**config.mk**
```make
export PLATFORM = sky130hd
export DESIGN_NAME = music_sequencer_flat
export DESIGN_NICKNAME = d
export VERILOG_FILES = /design/src/rtl/music_sequencer_if.sv /design/src/rtl/music_sequencer.sv /design/src/flat_wrapper.sv
export SDC_FILE = /design/constraint.sdc
export NUM_CORES = 1
export LEC_CHECK = 0
export CORE_MARGIN = 1.5
export CORE_UTILIZATION = 55
export DETAILED_ROUTE_END_ITERATION = 10
export PLACE_DENSITY = 0.8
export SETUP_SLACK_MARGIN = 0.02
export SLEW_MARGIN = 20
export SYNTH_ARGS = -nofsm -noshare
export SYNTH_HDL_FRONTEND = slang
export SYNTH_SLANG_ARGS = --single-unit
```
**constraint.sdc**
```tcl
create_clock -name clk -period 2.87 [get_ports clk]
set_input_delay 0.287 -clock clk [delete_from_list [all_inputs] [get_ports clk]]
set_output_delay 0.287 -clock clk [all_outputs]
set_load 0.01 [all_outputs]
```
**src/rtl/music_sequencer_if.sv**
```systemverilog
// Note-ROM read port between the score sequencer and its synchronous table ROM.
// The ROM registers rom_data on an edge where it samples rom_rd high and holds it until the next read.
interface music_sequencer_if #(
    parameter int ADDR_W = 8
) ();
    logic              rom_rd;
    logic [ADDR_W-1:0] rom_addr;
    logic [13:0]       rom_data;

    modport master (output rom_rd, output rom_addr, input rom_data);
    modport slave  (input rom_rd, input rom_addr, output rom_data);
endinterface

```
**src/rtl/music_sequencer.sv**
```systemverilog
// Score sequencer: walks a note table in the external ROM and drives the tone generator's
// scale code, holding each note for its length in tempo ticks plus an optional rest gap.
//
// state | meaning
// IDLE  | not playing, outputs quiet
// FETCH | rom_rd strobed for the current address
// WAIT  | ROM read in flight
// LOAD  | entry sampled and decoded (note, rest or end marker)
// PLAY  | note sounding, length counter runs on tempo ticks
// GAP   | articulation rest after a note
module music_sequencer #(
    parameter int CLK_HZ    = 50_000_000,
    parameter int SPEED     = 8,
    parameter int ADDR_W    = 8,
    parameter int GAP_TICKS = 1
) (
    input  logic               clk,
    input  logic               rst,
    input  logic               start,
    input  logic               stop,
    input  logic               pause,
    input  logic               loop_en,
    input  logic [ADDR_W-1:0]  song_base,
    music_sequencer_if.master  rom,
    output logic [5:0]         scale,
    output logic               note_strobe,
    output logic               busy,
    output logic               done
);
    localparam int TICK_DIV = CLK_HZ / SPEED;
    localparam int DIV_W    = (TICK_DIV > 1) ? $clog2(TICK_DIV) : 1;
    localparam int GAP_W    = (GAP_TICKS > 1) ? $clog2(GAP_TICKS + 1) : 1;
    localparam logic [DIV_W-1:0] DIV_LAST = DIV_W'(TICK_DIV - 1);
    localparam logic [GAP_W-1:0] GAP_INIT = GAP_W'(GAP_TICKS);
    localparam logic [5:0]       END_MARK = 6'd63;
    localparam logic [5:0]       TOP_NOTE = 6'd21;

    typedef enum logic [2:0] {
        S_IDLE, S_FETCH, S_WAIT, S_LOAD, S_PLAY, S_GAP
    } state_t;

    state_t            state_q, state_d;
    logic [ADDR_W-1:0] addr_q, addr_d;
    logic [ADDR_W-1:0] base_q, base_d;
    logic              rd_q, rd_d;
    logic [5:0]        scale_q, scale_d;
    logic              strobe_q, strobe_d;
    logic              busy_q, busy_d;
    logic              done_q, done_d;
    logic [DIV_W-1:0]  div_q, div_d;
    logic [7:0]        len_q, len_d;
    logic [GAP_W-1:0]  gap_q, gap_d;

    logic [5:0] entry_scale;
    logic [7:0] entry_len;
    logic       tick;
    logic       timing_state;

    assign entry_scale  = rom.rom_data[13:8];
    assign entry_len    = rom.rom_data[7:0];
    assign tick         = (div_q == DIV_LAST);
    assign timing_state = (state_q == S_PLAY) || (state_q == S_GAP);

    always_ff @(posedge clk) begin
        if (rst) begin
            state_q  <= S_IDLE;
            addr_q   <= '0;
            base_q   <= '0;
            rd_q     <= 1'b0;
            scale_q  <= 6'd0;
            strobe_q <= 1'b0;
            busy_q   <= 1'b0;
            done_q   <= 1'b0;
            div_q    <= '0;
            len_q    <= 8'd0;
            gap_q    <= '0;
        end else begin
            state_q  <= state_d;
            addr_q   <= addr_d;
            base_q   <= base_d;
            rd_q     <= rd_d;
            scale_q  <= scale_d;
            strobe_q <= strobe_d;
            busy_q   <= busy_d;
            done_q   <= done_d;
            div_q    <= div_d;
            len_q    <= len_d;
            gap_q    <= gap_d;
        end
    end

    always_comb begin
        state_d  = state_q;
        addr_d   = addr_q;
        base_d   = base_q;
        rd_d     = 1'b0;
        scale_d  = scale_q;
        strobe_d = 1'b0;
        busy_d   = busy_q;
        done_d   = 1'b0;
        div_d    = div_q;
        len_d    = len_q;
        gap_d    = gap_q;

        if (stop) begin
            state_d = S_IDLE;
            scale_d = 6'd0;
            busy_d  = 1'b0;
        end else begin
            unique case (state_q)
                S_IDLE: begin
                    if (start) begin
                        state_d = S_FETCH;
                        addr_d  = song_base;
                        base_d  = song_base;
                        rd_d    = 1'b1;
                        busy_d  = 1'b1;
                    end
                end
                S_FETCH: state_d = S_WAIT;
                S_WAIT:  state_d = S_LOAD;
                S_LOAD: begin
                    if (entry_scale == END_MARK) begin
                        if (loop_en) begin
                            state_d = S_FETCH;
                            addr_d  = base_q;
                            rd_d    = 1'b1;
                        end else begin
                            state_d = S_IDLE;
                            done_d  = 1'b1;
                            busy_d  = 1'b0;
                            scale_d = 6'd0;
                        end
                    end else begin
                        // codes above the high octave are timed but silent
                        scale_d  = (entry_scale <= TOP_NOTE) ? entry_scale : 6'd0;
                        strobe_d = 1'b1;
                        len_d    = (entry_len == 8'd0) ? 8'd1 : entry_len;
                        div_d    = '0;
                        state_d  = S_PLAY;
                    end
                end
                S_PLAY: begin
                    if (!pause) begin
                        if (tick) begin
                            div_d = '0;
                            if (len_q == 8'd1) begin
                                if (GAP_TICKS > 0) begin
                                    scale_d = 6'd0;
                                    gap_d   = GAP_INIT;
                                    state_d = S_GAP;
                                end else begin
                                    addr_d  = addr_q + 1'b1;
                                    rd_d    = 1'b1;
                                    state_d = S_FETCH;
                                end
                            end else begin
                                len_d = len_q - 8'd1;
                            end
                        end else begin
                            div_d = div_q + 1'b1;
                        end
                    end
                end
                S_GAP: begin
                    if (!pause) begin
                        if (tick) begin
                            div_d = '0;
                            if (gap_q == GAP_W'(1)) begin
                                addr_d  = addr_q + 1'b1;
                                rd_d    = 1'b1;
                                state_d = S_FETCH;
                            end else begin
                                gap_d = gap_q - 1'b1;
                            end
                        end else begin
                            div_d = div_q + 1'b1;
                        end
                    end
                end
                default: state_d = S_IDLE;
            endcase
        end
    end

    // pause silences the output without disturbing the held note code
    assign scale        = (pause && timing_state) ? 6'd0 : scale_q;
    assign note_strobe  = strobe_q;
    assign busy         = busy_q;
    assign done         = done_q;
    assign rom.rom_rd   = rd_q;
    assign rom.rom_addr = addr_q;
endmodule

```
**src/flat_wrapper.sv**
```systemverilog
// flat-port wrapper written by rule: the top's interface ports become plain ports
module music_sequencer_flat 
#(
    parameter int CLK_HZ    = 50_000_000,
    parameter int SPEED     = 8,
    parameter int ADDR_W    = 8,
    parameter int GAP_TICKS = 1
)
  (clk, rst, start, stop, pause, loop_en, song_base, scale, note_strobe, busy, done, rom_rom_rd, rom_rom_addr, rom_rom_data);
  music_sequencer_if #(.ADDR_W(ADDR_W)) rom_i ();
  input  logic clk;
  input  logic rst;
  input  logic start;
  input  logic stop;
  input  logic pause;
  input  logic loop_en;
  input  logic [ADDR_W-1:0] song_base;
  output logic [5:0] scale;
  output logic note_strobe;
  output logic busy;
  output logic done;
  output wire logic [$bits(rom_i.rom_rd)-1:0] rom_rom_rd;
  output wire logic [$bits(rom_i.rom_addr)-1:0] rom_rom_addr;
  input wire logic [$bits(rom_i.rom_data)-1:0] rom_rom_data;
  assign rom_rom_rd = rom_i.rom_rd;
  assign rom_rom_addr = rom_i.rom_addr;
  assign rom_i.rom_data = rom_rom_data;
  music_sequencer #(.CLK_HZ(CLK_HZ), .SPEED(SPEED), .ADDR_W(ADDR_W), .GAP_TICKS(GAP_TICKS)) u_core (.clk(clk), .rst(rst), .start(start), .stop(stop), .pause(pause), .loop_en(loop_en), .song_base(song_base), .rom(rom_i), .scale(scale), .note_strobe(note_strobe), .busy(busy), .done(done));
endmodule
```
# After elaboration in Yosys (flattened, before gate mapping)
# Index checks and enable logic that the tools add are counted.
dict set report word_totals {
  reg_bits 61
  inputBits 28
  out_inout_bits 18
  wordCells 117
}
dict set report op_classes {
  addsub 4
  order_cmp 1
  eq_ne 22
  muxes 55
  n_bitwise 3
  reduce_logical 21
}
# op count
set op_table {}
lappend op_table {{$mux W8} 11}
lappend op_table {{$mux W23} 3}
lappend op_table {{$pmux W23 S2} 1}
lappend op_table {{$mux W6} 7}
lappend op_table {{$mux W3} 8}
lappend op_table {{$pmux W8 S3} 1}
lappend op_table {{$add A23 B1 Y23 const B} 1}
lappend op_table {{$eq A23 B23 Y1 const B} 1}
lappend op_table {{$mux W1} 18}
lappend op_table {{$ne A2 B2 Y1 const B} 9}
lappend op_table {{$pmux W3 S6} 1}
lappend op_table {{$pmux W8 S2} 1}
lappend op_table {{$reduce_and A7 Y1} 2}
lappend op_table {{$pmux W6 S2} 1}
lappend op_table {{$add A8 B1 Y8 const B} 1}
lappend op_table {{$eq A8 B1 Y1 const B} 1}
lappend op_table {{$logic_not A8 Y1} 1}
lappend op_table {{$ne A2 B1 Y1 const B} 4}
lappend op_table {{$reduce_and A4 Y1} 2}
lappend op_table {{$reduce_and A8 Y1} 1}
lappend op_table {{$reduce_bool A2 Y1} 4}
lappend op_table {{$sub A8 B1 Y8 const B} 1}
lappend op_table {{$eq A3 B2 Y1 const B} 2}
lappend op_table {{$eq A3 B3 Y1 const B} 2}
lappend op_table {{other kinds (18)} 22}

# Logic depth before layout (Yosys ltp)
dict set report depth {
  depth_word 5
  depth_mapped 8
  depth_no_buf 6
}

# Worst setup path before layout
# No wires, ideal clock.
dict set report synth_timing {
  kind {register to register}
  startpoint {register u_core.len_q[2]}
  endpoint {register u_core.scale_q[0]}
  setup_ns 0.117
  arrival_time_ns 1.899
  t_required_ns 2.753
  setup_slack_ns 0.854
  stages_incl_launch_ff 6
  n_path_buf 0
  period_less_slack_ns 2.016
  cell_sequence {dfxtp_1 -> or4_4 -> nor4b_4 -> nand3_1 -> a22o_1 -> a32o_1}
}
dict set report synth_between {
  elab_chain_cells 3
}
# item line
set synth_lines {}
lappend synth_lines {{start: declaration} music_sequencer.sv:51} ;# logic [7:0] len_q, len_d;
lappend synth_lines {{start signal: assignment} music_sequencer.sv:87} ;# len_q <= len_d;
lappend synth_lines {{$eq A8 B1 Y1} music_sequencer.sv:147} ;# if (len_q == 8'd1) begin
lappend synth_lines {{$ne A2 B2 Y1 (no source line)} --}
lappend synth_lines {{$reduce_and A5 Y1 (no source line)} --}
lappend synth_lines {{end signal: assignment} music_sequencer.sv:82} ;# scale_q <= scale_d;
lappend synth_lines {{end: declaration} music_sequencer.sv:46} ;# logic [5:0] scale_q, scale_d;
# No other way between the ends.
# A chain may end at the register's enable or synchronous reset.

# Final worst setup path
dict set report layout_timing {
  startpoint {register u_core.state_q[1]}
  endpoint {output port scale[5]}
}
dict set report layout_between {
  elab_chain_cells 4
  elab_cells_between_ends 5
  classes_between {2 x eq/ne; 1 x mux; 2 x reduce/logical}
}
# item line
set layout_lines {}
lappend layout_lines {{start: declaration} music_sequencer.sv:42} ;# state_t state_q, state_d;
lappend layout_lines {{start signal: assignment} music_sequencer.sv:78} ;# state_q <= state_d;
lappend layout_lines {{$eq A3 B3 Y1} music_sequencer.sv:62} ;# assign timing_state = (state_q == S_PLAY) || (state_q == S_GAP);
lappend layout_lines {{$logic_or A1 B1 Y1 *} music_sequencer.sv:62}
lappend layout_lines {{$logic_and A1 B1 Y1 *} music_sequencer.sv:187} ;# assign scale = (pause && timing_state) ? 6'd0 : scale_q;
lappend layout_lines {{$mux W6 *} music_sequencer.sv:187}
lappend layout_lines {{end: declaration} flat_wrapper.sv:18} ;# output logic [5:0] scale;
# Every way passes the cells marked *; elsewhere a longest branch is shown, timed or not.

==> flow_summary.json <==
{
  "outcome": "finished, final reports clean",
  "proportion_of_layout_cells_with_a_drive_suffix_above_1_pct": 7.237,
  "globalRoute.busiestLayer": "met2",
  "power.clock.fraction_pct": 42.3,
  "setup_violations": 0,
  "clock_sinks": 61,
  "mostFrequentLayoutCells": "61 x dfxtp_1, 47 x nor2_1, 45 x clkdlybuf4s50_1, 30 x nand2_1, 21 x xnor2_1",
  "synth-seq-area-share_pct": 35.10,
  "met3_usage_pct": 8.132,
  "clk_path_buf_depth": 2,
  "synthCells": 409,
  "place_hpwl_mm": 6.005,
  "clk_pin_slew_ns": 0.07,
  "synth_nets": 441,
  "fmaxAchievable_mhz": 421.9,
  "gr-usage-all-layers_pct": 26.75,
  "first_pass_grt_wire_length_mm": 13.93,
  "layout-area-overhead-vs-synth_pct": 20.53,
  "critical_path_required_ns": 2.58,
  "net_switching_power_uw": 432.7,
  "max_slew.worst_pin.slew_ns": 0.6704,
  "grt_setup_unrepaired": "false",
  "first_global_vias": 3043,
  "die_area_um2": 6813,
  "maximum_vdd_ir_drop_mv": 0.3418,
  "grt_antenna_before_repair": 0,
  "design.final.nets": 484,
  "die_width_um": 82.54,
  "power_switching_share_pct": 24.11,
  "detail_route.vias_per_cell": 6.335,
  "startpoint_type": "flip-flop",
  "final_min_period_over_clock_period_pct": 82.58,
  "report.power.total_mw": 1.795,
  "grt_max_degree": 32,
  "cts-htree-levels": 3,
  "core-area_um2": 6026,
  "floorplan.initialDensity_pct": 57.75,
  "power_per_cell_area_nw_per_um2": 428.0,
  "numCtsBuffers": 9,
  "layout_commonest_cell": "dfxtp_1",
  "cts_tree": "yes",
  "cp_data_arrival_time_ns": 2.08,
  "drc": 0,
  "hold_path_class": "reg2reg",
  "drtIter0Drc": 247,
  "crit_path_max_fanout": 13,
  "number_of_max_slew_violations_in_the_final_report": 0,
  "cts_setup_buffers": 0,
  "grt.met1_usage_pct": 32.84,
  "avgSynthCellArea_um2": 8.508,
  "timing_worst_setup_path_type": "reg2out",
  "p_int_mw": 1.362,
  "final.setup.tns_ns": 0,
  "netlist_area_um2": 3480,
  "gp_routability_congestion": 0.8898,
  "drt-wirelength-per-cell_um": 16.45,
  "std_cell_rows": 28,
  "cp-end-kind": "primary output",
  "die_height_um": 82.54,
  "drt_pass1_iterations": 4,
  "io-pin-count": 46,
  "timing_hold_violations_final": 0,
  "leakage_nw": 1.356,
  "non_filler_instance_count_after_layout": 531,
  "slew-limit-headroom_pct": 55.31,
  "insertion_delay_ns": 0.35,
  "routed_wl_mm": 8.733,
  "ys.flop_type": "dfxtp_1",
  "dr_total_vias": 3364,
  "place.detailed.instances": 516,
  "cts-resized-gates": 0,
  "synth.yosys.warnings": 0,
  "synth_cell_type_count": 67,
  "power_frac_seq_pct": 48.9,
  "number_of_enable_flip_flop_cells_after_synthesis": 0,
  "clock_tree_root_driver_cell": "clkbuf_8",
  "total_of_hold_buffers_inserted_after_clock_tree_synthesis": 0,
  "port_buffers": 45,
  "timing.max_cap.violations": 0,
  "share_comb_of_total_power_pct": 8.8,
  "fin_crit_ns": 2.370,
  "grt.met2_usage_pct": 44.72,
  "insertedDiodeCount": 0,
  "overflow": 0,
  "skew_ns": 0.007814,
  "synth_async_sr_flop_share_pct": 0,
  "final_antenna_net_count": 0,
  "ys_seq_elements": 61
}
==> stage by stage <==
stage                     setup slack, ns  area (µm²)  hold slack, ns  utilization (%)
after CTS                          0.4917        4194          0.4842            69.60
after global routing               0.3578        4194          0.5071            69.60
final                              0.4998        4194          0.4848            69.60
after floorplan                    0.8537        3480          0.4128                -
after global placement             0.4937        4004          0.4602            66.45
after detailed placement           0.3905        4004          0.4640            66.45
==> critical path, cell delays in order, from the launching register on <==
cell	delay [ns]
dfxtp_1	0.59
nor2b_1	0.12
buf_4	0.18
nand2_1	0.15
and2_1	0.15
clkdlybuf4s50_1	0.54
==> sequential cells by signal, summed over array words and instances (netlist names) <==
signal,count
u_core.rom.rom_rd,1
u_core.base_q,8
u_core.state_q,3
u_core.len_q,8
u_core.done,1
u_core.scale_q,6
u_core.div_q,23
u_core.gap_q,1
u_core.note_strobe,1
u_core.rom.rom_addr,8
u_core.busy,1
==> per-layer routing <==
layer / up-vias / wire [µm] / share of wire, %
li1: 1628 / - / -
met1: 1611 / 3962 / 45
met2: 107 / 4154 / 48
met3: 18 / 478 / 5.5
met4: 0 / 138 / 1.6
met5: - / 0 / 0
==> power by group through the flow <==
| stage | logic [mW] | clock network, mW | registers (mW) |
|---|---|---|---|
| 6_report | 0.157 | 0.760 | 0.878 |
| 5_1_grt | 0.170 | 0.814 | 0.880 |
| 4_1_cts | 0.157 | 0.773 | 0.878 |
| 3_5_place_dp | 0.156 | 0 | 0.896 |
| 3_3_place_gp | 0.154 | 0 | 0.896 |
| 2_1_floorplan | 0.0777 | 0 | 0.894 |
==> Yosys cell counts, types with 2 or more instances <==
cell	count	area [µm²]
a2111oi_0	10	87.58
a211oi_1	9	67.56
a21o_1	5	37.54
a21oi_1	20	100.1
a221oi_1	7	61.31
a22oi_1	3	22.52
a31oi_1	7	43.79
a32o_1	5	50.05
and2_1	9	56.30
and3_1	6	37.54
and3b_1	3	26.28
and4_1	2	17.52
buf_2	5	25.02
clkbuf_1	15	56.30
dfxtp_1	61	1221
ha_1	4	50.05
inv_1	11	41.29
mux2_1	5	56.30
mux2i_1	9	90.09
nand2_1	30	112.6
nand2b_1	6	37.54
nand3_1	11	55.05
nand3b_1	4	30.03
nand4_1	11	68.82
nor2_1	47	176.4
nor2b_1	8	50.05
nor3_1	9	45.04
nor3b_1	3	22.52
nor4_1	5	31.28
nor4b_1	3	26.28
nor4b_2	3	45.04
o2111ai_1	2	17.52
o211ai_1	2	15.01
o21ai_0	4	20.02
o21ai_1	4	20.02
o31ai_1	5	37.54
o32ai_1	4	35.03
o41ai_1	3	26.28
xnor2_1	21	183.9
==> layout make-up <==
cell class,count,area (µm²)
fill,486,1832
timing repair buffer,53,510.5
multi-input combinational,316,2137
clock buffer,11,141.4
sequential,61,1221
tap,75,93.84
clock inverter,4,48.80
inverter,11,41.29
==> cells by family after synthesis <==
logic type,share of synthesized area (%)
simple gates,28.08
compound gates,22.01
flops,35.10
buf+inv,3.631
xor+xnor,5.538
mux,4.207
fa+ha+maj,1.438
==> path summary, 6_finish.rpt <==
| check | from | end | slack [ns] | cells past startpoint |
|---|---|---|---|---|
| worst min register to register | u_core.scale_q[5] | u_core.scale_q[5] | 0.48 | 1 |
| worst max-delay path | u_core.state_q[1] | scale[5] | 0.50 | 5 |
| worst min-delay path | u_core.scale_q[5] | u_core.scale_q[5] | 0.48 | 1 |
| worst max register to register | u_core.state_q[0] | u_core.div_q[20] | 0.57 | 6 |
Power figures use the tool's default switching activity.
